[config.mk]
export PLATFORM = sky130hd
export DESIGN_NAME = muldiv_unit
export DESIGN_NICKNAME = d
export VERILOG_FILES = /design/src/rtl/muldiv_unit.sv
export SDC_FILE = /design/constraint.sdc
export NUM_CORES = 1
export LEC_CHECK = 0
export CAP_MARGIN = 20
export CORE_MARGIN = 3
export CORE_UTILIZATION = 45
export CTS_CLUSTER_DIAMETER = 150
export DETAILED_ROUTE_END_ITERATION = 6
export PLACE_DENSITY_LB_ADDON = 0.3
export SLEW_MARGIN = 15
export SYNTH_ARGS = -nofsm -noshare
export SYNTH_HDL_FRONTEND = slang
export SYNTH_SLANG_ARGS = --single-unit
[constraint.sdc]
create_clock -name clk -period 6.05 [get_ports clk]
set_clock_uncertainty 0.05 [all_clocks]
set_input_delay 1.21 -clock clk [delete_from_list [all_inputs] [get_ports clk]]
set_output_delay 1.21 -clock clk [all_outputs]
set_load 0.01 [all_outputs]
[src/rtl/muldiv_unit.sv]
// Iterative RV32M multiply/divide unit: radix-2 shift-add multiply and restoring
// divide sharing one 64-bit accumulator, with a start/busy/done handshake.
module muldiv_unit (
    input  logic        clk,
    input  logic        rst,
    input  logic        start,
    input  logic [31:0] A,
    input  logic [31:0] B,
    input  logic [2:0]  MDControl,
    output logic        busy,
    output logic        done,
    output logic [31:0] Result,
    output logic        DivZero
);

    typedef enum logic [1:0] {S_IDLE, S_RUN, S_FIX, S_DONE} state_t;

    state_t      r_state, w_next;
    logic [2:0]  r_op;
    logic [63:0] r_acc;
    logic [31:0] r_operand;
    logic [4:0]  r_count;
    logic        r_neg_res;
    logic        r_neg_rem;
    logic        r_done;
    logic [31:0] r_result;
    logic        r_divzero;

    logic        w_accept, w_is_div, w_signed_a, w_signed_b, w_sign_a, w_sign_b;
    logic [31:0] w_mag_a, w_mag_b;
    logic        w_div_zero, w_overflow, w_fast;
    logic [31:0] w_fast_result;
    logic [32:0] w_mul_sum;
    logic [63:0] w_mul_next;
    logic [32:0] w_trial;
    logic [63:0] w_div_next;
    logic [63:0] w_prod;
    logic [31:0] w_quot, w_rem;
    logic [31:0] w_fix_result;

    assign w_accept   = start && (r_state == S_IDLE);
    assign w_is_div   = MDControl[2];
    assign w_signed_a = (MDControl == 3'b001) || (MDControl == 3'b010) ||
                        (MDControl == 3'b100) || (MDControl == 3'b110);
    assign w_signed_b = (MDControl == 3'b001) || (MDControl == 3'b100) ||
                        (MDControl == 3'b110);
    assign w_sign_a   = w_signed_a && A[31];
    assign w_sign_b   = w_signed_b && B[31];
    assign w_mag_a    = w_sign_a ? (~A + 32'd1) : A;
    assign w_mag_b    = w_sign_b ? (~B + 32'd1) : B;

    assign w_div_zero = w_is_div && (B == '0);
    assign w_overflow = ((MDControl == 3'b100) || (MDControl == 3'b110)) &&
                        (A == 32'h8000_0000) && (B == '1);
    assign w_fast     = w_div_zero || w_overflow;

    always_comb begin
        w_fast_result = '0;
        if (w_div_zero)
            w_fast_result = MDControl[1] ? A : '1;
        else if (w_overflow)
            w_fast_result = MDControl[1] ? '0 : 32'h8000_0000;
    end

    // Multiply: add multiplicand into the 33-bit upper slice, then shift right.
    assign w_mul_sum  = {1'b0, r_acc[63:32]} + (r_acc[0] ? {1'b0, r_operand} : 33'd0);
    assign w_mul_next = {w_mul_sum, r_acc[31:1]};

    // Divide: r_acc[63:31] is the remainder already shifted left by one.
    assign w_trial    = r_acc[63:31] - {1'b0, r_operand};
    assign w_div_next = w_trial[32] ? {r_acc[62:0], 1'b0}
                                    : {w_trial[31:0], r_acc[30:0], 1'b1};

    assign w_prod = r_neg_res ? (~r_acc + 64'd1) : r_acc;
    assign w_quot = r_neg_res ? (~r_acc[31:0] + 32'd1) : r_acc[31:0];
    assign w_rem  = r_neg_rem ? (~r_acc[63:32] + 32'd1) : r_acc[63:32];

    always_comb begin
        w_fix_result = '0;
        case (r_op)
            3'b000:         w_fix_result = w_prod[31:0];
            3'b001, 3'b010,
            3'b011:         w_fix_result = w_prod[63:32];
            3'b100, 3'b101: w_fix_result = w_quot;
            default:        w_fix_result = w_rem;
        endcase
    end

    always_ff @(posedge clk or posedge rst) begin
        if (rst)
            r_state <= S_IDLE;
        else
            r_state <= w_next;
    end

    always_comb begin
        w_next = r_state;
        case (r_state)
            S_IDLE:  if (w_accept) w_next = w_fast ? S_DONE : S_RUN;
            S_RUN:   if (r_count == '0) w_next = S_FIX;
            S_FIX:   w_next = S_DONE;
            S_DONE:  w_next = S_IDLE;
            default: w_next = S_IDLE;
        endcase
    end

    always_ff @(posedge clk or posedge rst) begin
        if (rst) begin
            r_op      <= '0;
            r_acc     <= '0;
            r_operand <= '0;
            r_count   <= '0;
            r_neg_res <= 1'b0;
            r_neg_rem <= 1'b0;
            r_done    <= 1'b0;
            r_result  <= '0;
            r_divzero <= 1'b0;
        end else begin
            // done is registered so it lands in the cycle after DONE, when busy is low
            r_done <= (r_state == S_DONE);
            if (w_accept) begin
                r_op      <= MDControl;
                r_neg_res <= w_sign_a ^ w_sign_b;
                r_neg_rem <= w_sign_a;
                r_count   <= 5'd31;
                r_divzero <= w_div_zero;
                r_operand <= w_is_div ? w_mag_b : w_mag_a;
                r_acc     <= {32'd0, (w_is_div ? w_mag_a : w_mag_b)};
                if (w_fast)
                    r_result <= w_fast_result;
            end else if (r_state == S_RUN) begin
                r_acc   <= r_op[2] ? w_div_next : w_mul_next;
                r_count <= r_count - 5'd1;
            end else if (r_state == S_FIX) begin
                r_result <= w_fix_result;
            end
        end
    end

    assign busy    = (r_state != S_IDLE);
    assign done    = r_done;
    assign Result  = r_result;
    assign DivZero = r_divzero;

endmodule

==> flow_summary.ini, run 1 <==
[global_routing]
grt_max_degree = 117
grt_use_total_pct = 30.47
grt_pass1_vias = 14342
grt_pass1_wl_um = 84470
antenna_found_initial = 0
grt_overflow = 0

[route]
wl_um = 54980
drt-pass1-iter-count = 6
vias_per_cell = 6.326
first_iter_violations = 1643
wire_per_inst_um = 22.25
route.detailed.drc = 0
vias = 15631
ant_nets = 0

[layout]
antenna_cells = 0
fin_cells = 2471
nNetsFinal = 2164
final_layout_size_suffix_gt1_share_pct = 4.731
area_growth_pct = 12.10
utilization_pct = 51.31

[clock_tree]
cts_tree = yes
post_cts_buffers = 0
post_cts_resized = 0
clkLatencyLatePin_ns = 0.44
cts_buffer_depth = 2
ctsHtreeMaxLevel = 4
cts.reportedPaths.clkPinSlew_ns = 0.07
clkSinkCount = 142
numCtsBuffers = 17
cts_root_buffer = clkbuf_16
cts_hold_buf = 0

[sta]
rsz0062_at_grt = false
tns_ns = 0
setup_ws_ns = 1.509
setup_viol_count_final = 0
worstMarginPinSlew_ns = 1.034
slew_headroom_pct = 31.10
fin_crit_ns = 4.541
hold_violations = 0
report.final.slew_viol_count = 0
fmax_ghz = 0.2202
holdWs_ns = 0.4309
fin_crit_sh_pct = 75.06

[placement]
dp.cells = 2439
place_ws_ns = 1.089
portBuffers = 104
place_hpwl_um = 42500
place.gp.congestion = 0.9834

[power]
power_frac_comb_pct = 68.2
switching_share_pct = 53.30
p_int_w = 0.004594
power_density_nw_per_um2 = 587.8
peakVddDrop_v = 0.0002988
clockPowerShare_pct = 11.0
p_seq_share_pct = 20.8
p_leak_nw = 6.666
p_switching_w = 0.005243

[floorplan]
coreArea_um2 = 32620
io_pins = 105
die_h_um = 188.1
die_area_um2 = 35400
start_util_pct = 45.77
dieWidth_um = 188.1
fp-row-count = 66

[setup_path]
path_max_fanout = 62
crit_required_ns = 6.33
cp-start-kind = input pin
critPathCaptureType = flop
worstSetupPathType = in2reg
worstPathArrival_ns = 4.82

[synth]
synth_area_leaders = dfrtp_1 (24%), o21ai_0 (7.2%), ha_1 (6.4%), xor2_1 (5.8%), nand2_1 (5.7%)
yosys_warnings = 0
synthCells = 2015
synth.largest_area_cell = dfrtp_1
synth.top_cell.area_share_pct = 23.80
synthesis.nets = 2163
synth_ff_type = dfrtp_1
synth-edff-count = 0
synth.most_common_cell = nand2_1
synth_commonest_cells = nand2_1 (228), o21ai_0 (215), nor2_1 (184)
avgSynthCellArea_um2 = 7.409
ys_ff_latch = 142
synthArstFlopShare_pct = 100.0
ys_types = 81
synth_area_um2 = 14930
yosysSeqAreaShare_pct = 23.80

[job]
drv_cap = 0

[min_path]
hp-class = reg2reg

[outcome]
status = completed
-- final timing paths --
check / slack, ns / endpoint / start / cells after the start
max in group asynchronous: 3.61 / r_acc[43] / rst / 3
min in group asynchronous: 1.23 / Result[23] / rst / 2
worst max-delay path: 1.51 / Result[13] / A[5] / 9
worst min-delay path: 0.43 / r_operand[31] / r_operand[31] / 2
worst min register to register: 0.43 / r_operand[31] / r_operand[31] / 2
worst max register to register: 1.57 / r_acc[52] / r_acc[31] / 13
-- worst max-delay path: stages --
cell	delay [ns]
clkdlybuf4s50_1	0.54
or4_1	0.66
nor4_4	0.26
nand4b_1	0.25
nor3_2	0.28
nor4b_4	0.32
a31oi_2	0.20
a21o_2	0.59
a221o_1	0.48
-- registers in the layout, summed over array words and instances (netlist names) --
signal and cells:
r_acc 64, Result 32, r_operand 32, r_count 5, r_op 3, r_state 2
DivZero 1, done 1, r_neg_rem 1, r_neg_res 1
-- layer usage --
metal,vias up,GRT usage [%],wire [um]
met1,7506,42.11,23350
met3,108,5.833,4810
met2,695,46.17,24190
met5,-,0,0
li1,7322,-,-
met4,0,13.88,2628
-- layout make-up --
type / count / area, um2
clock buffers: 21 / 450.4
clock inverters: 11 / 132.6
fillers: 3202 / 15880
inverters: 76 / 290.3
multi-input cells: 1648 / 10510
flip-flops and latches: 142 / 3556
well taps: 442 / 553.0
repair buffers: 131 / 1241
-- cells in the final DEF, fill, tap and decap left out, types with 15 or more instances in the layout --
cell type	count
a211oi_1	19
a21o_1	30
a21oi_1	150
a31oi_1	21
buf_4	28
clkbuf_16	17
clkdlybuf4s50_1	103
dfrtp_1	140
ha_1	75
inv_1	75
mux2i_1	44
nand2_1	227
nand2b_1	15
nand3_1	35
nand4_1	22
nor2_1	183
nor2b_1	18
nor3_1	40
nor4_1	15
o211ai_1	57
o21ai_0	215
o22ai_1	24
o31ai_1	35
o41ai_1	16
or3_1	18
or4_1	20
xnor2_1	89
xor2_1	99
-- cells by family after synthesis --
logic type	after synthesis	share of synthesized area, %
compound gates	683	28.57
xor+xnor	188	11.03
fa+ha+maj	78	6.638
buf+inv	225	5.858
flops	142	23.80
mux	54	3.704
simple gates	645	20.40
-- stage by stage --
step	cell area, um2	total power, W
final	16740	0.009837
after global routing	16740	0.01057
after CTS	16740	0.009678
after detailed placement	16150	0.008562
after global placement	16150	0.008471
after floorplan	14930	0.006674
-- power by group through the flow --
stage | combinational, W | clock, W | sequential (W)
floorplan | 0.00498 | 0 | 0.00170
global placement | 0.00645 | 0 | 0.00202
detailed placement | 0.00654 | 0 | 0.00203
CTS | 0.00658 | 0.00109 | 0.00201
global route | 0.00735 | 0.00112 | 0.00210
finish | 0.00671 | 0.00108 | 0.00205
No activity file was read; power rests on OpenSTA's default activity.
==> run 2, diff against run 1 <==
==> constraint.sdc (replaced) <==
create_clock -name clk -period 4.4 [get_ports clk]
set_clock_uncertainty 0.05 [all_clocks]
set_input_delay 0.88 -clock clk [delete_from_list [all_inputs] [get_ports clk]]
set_output_delay 0.88 -clock clk [all_outputs]
set_load 0.01 [all_outputs]
==> run 2 against run 1 <==
  * The flow now finishes with violations (DRC)
  * Largest power group unchanged
  * Wire length rose by 2.0%
  * Die area did not move
  * First-iteration DRC count grew 14%
==> flow_summary.ini, run 2 (same netlist as run 1, synthesis figures left out) <==
[outcome]
status = finished with violations
violations = DRC

[placement]
portBuffers = 104
place_hpwl_um = 43730
place.gp.congestion = 0.9858
placed_area_um2 = 16550

[clock_tree]
clkLatencyLatePin_ns = 0.44
cts_hold_buf = 0
post_cts_resized = 0
cts_root_buffer = clkbuf_16
ctsHtreeMaxLevel = 4
numCtsBuffers = 17
clkSinkCount = 142
cts_tree = yes
post_cts_buffers = 0
cts_buffer_depth = 2
cts.reportedPaths.clkPinSlew_ns = 0.08

[sta]
hold_violations = 0
holdWs_ns = 0.4373
rsz0062_at_grt = false
worstMarginPinSlew_ns = 1.002
tns_ns = 0
slew_headroom_pct = 33.21
setup_viol_count_final = 0
fin_crit_sh_pct = 90.80
fmax_ghz = 0.2503
fin_crit_ns = 3.995
report.final.slew_viol_count = 0

[floorplan]
die_h_um = 188.1
fp-row-count = 66
die_area_um2 = 35400
io_pins = 105
coreArea_um2 = 32620
dieWidth_um = 188.1
start_util_pct = 45.77

[route]
drt-pass1-iter-count = 7
first_iter_violations = 1865
wl_um = 56060
ant_nets = 0
wire_per_inst_um = 22.25
route.detailed.drc = 9
vias_per_cell = 6.284
vias = 15829

[layout]
top_register = r_acc
final_common_cell = nand2_1
largest_register_ffs = 64
layout_common_cells = nand2_1 (227), o21ai_0 (215), nor2_1 (184), a21oi_1 (150), dfrtp_1 (140)
antenna_cells = 0
final_layout_size_suffix_gt1_share_pct = 7.029
final_cell_area_um2 = 17150
nNetsFinal = 2212
area_growth_pct = 14.85

[setup_path]
crit_required_ns = 4.71
worstPathArrival_ns = 4.31
critPathCaptureType = flop
worstSetupPathType = reg2reg
path_max_fanout = 8
cp-start-kind = flop
rrSetupSlack_ns = 0.40

[job]
drv_cap = 0

[power]
power_density_nw_per_um2 = 808.9
p_leak_nw = 6.940
total_power_w = 0.01387
peakVddDrop_v = 0.0004017

[global_routing]
grt_overflow = 0
grt_pass1_vias = 14662
grt_pass1_wl_um = 86220
grt_use_total_pct = 30.89
grt_max_degree = 116
antenna_found_initial = 0

[min_path]
hp-class = reg2reg
==> run 2: cell count changes in the layout (fill, tap and decap cells not counted), sizes merged <==
cell / change
clkbuf: -4
buf: +48
bufinv: -1
clkinvlp: -4
inv: +5
clkinv: +4
==> run 2: area by class of cell <==
cell class	instances	area, um2
Inverter	76	289.0
Tap cell	442	553.0
Clock inverter	15	173.9
Timing Repair Buffer	179	1639
Multi-Input combinational cell	1648	10510
Fill cell	3130	15470
Clock buffer	17	425.4
Sequential cell	142	3556
==> run 2: worst paths after layout <==
kind,cells after the start,endpoint,from
worst min-delay path,2,r_operand[2],r_operand[2]
worst max-delay path,12,r_acc[56],r_acc[0]
max in group asynchronous,3,r_acc[3],rst
min in group asynchronous,2,r_acc[62],rst
worst max register to register,12,r_acc[56],r_acc[0]
worst min register to register,2,r_operand[2],r_operand[2]
==> run 2: metrics by stage <==
step	setup WS [ns]	util, %	cells
after floorplan	0.8207	-	2015
after global placement	0.1673	50.73	2487
after detailed placement	0.09920	50.73	2487
after CTS	0.4151	52.57	2519
after global routing	0.05349	52.57	2519
final	0.4047	52.57	2519
==> run 2: report_power, final <==
part | internal [W] | switching, W | leakage [nW] | total, W
Sequential | 0.00189 | 0.000877 | 1.76 | 0.00277
Clock | 0.000813 | 0.000692 | 0.296 | 0.00151
Combinational | 0.00378 | 0.00582 | 4.89 | 0.00960
==> run 2: metal layers <==
layer	GRT usage, %	wire, um	up-vias
met1	43.38	24070	7539
li1	-	-	7395
met4	13.48	2543	0
met2	47.70	24860	782
met3	3.945	4584	113
met5	0	0	-
==> run 2: critical path, stage by stage (launching register included) <==
cell and delay [ns]:
dfrtp_1 0.47, inv_1 0.27, nor2_1 0.10, ha_1 0.37
a2111oi_0 0.41, o21ai_0 0.31, a31oi_1 0.41, a31oi_1 0.21
a21boi_0 0.33, o21ai_0 0.28, a221oi_1 0.38, nand3_1 0.12
a41oi_1 0.21
==> run 3, diff against run 2 <==
--- a/config.mk
+++ b/config.mk
@@ -5,7 +5,7 @@
 export SDC_FILE = /design/constraint.sdc
 export NUM_CORES = 1
 export LEC_CHECK = 0
-export CAP_MARGIN = 20
+export CAP_MARGIN = 15
 export CORE_MARGIN = 3
 export CORE_UTILIZATION = 45
 export CTS_CLUSTER_DIAMETER = 150
==> results of run 3 <==
Final layout, timing and power as in run 2 (identical DEF).
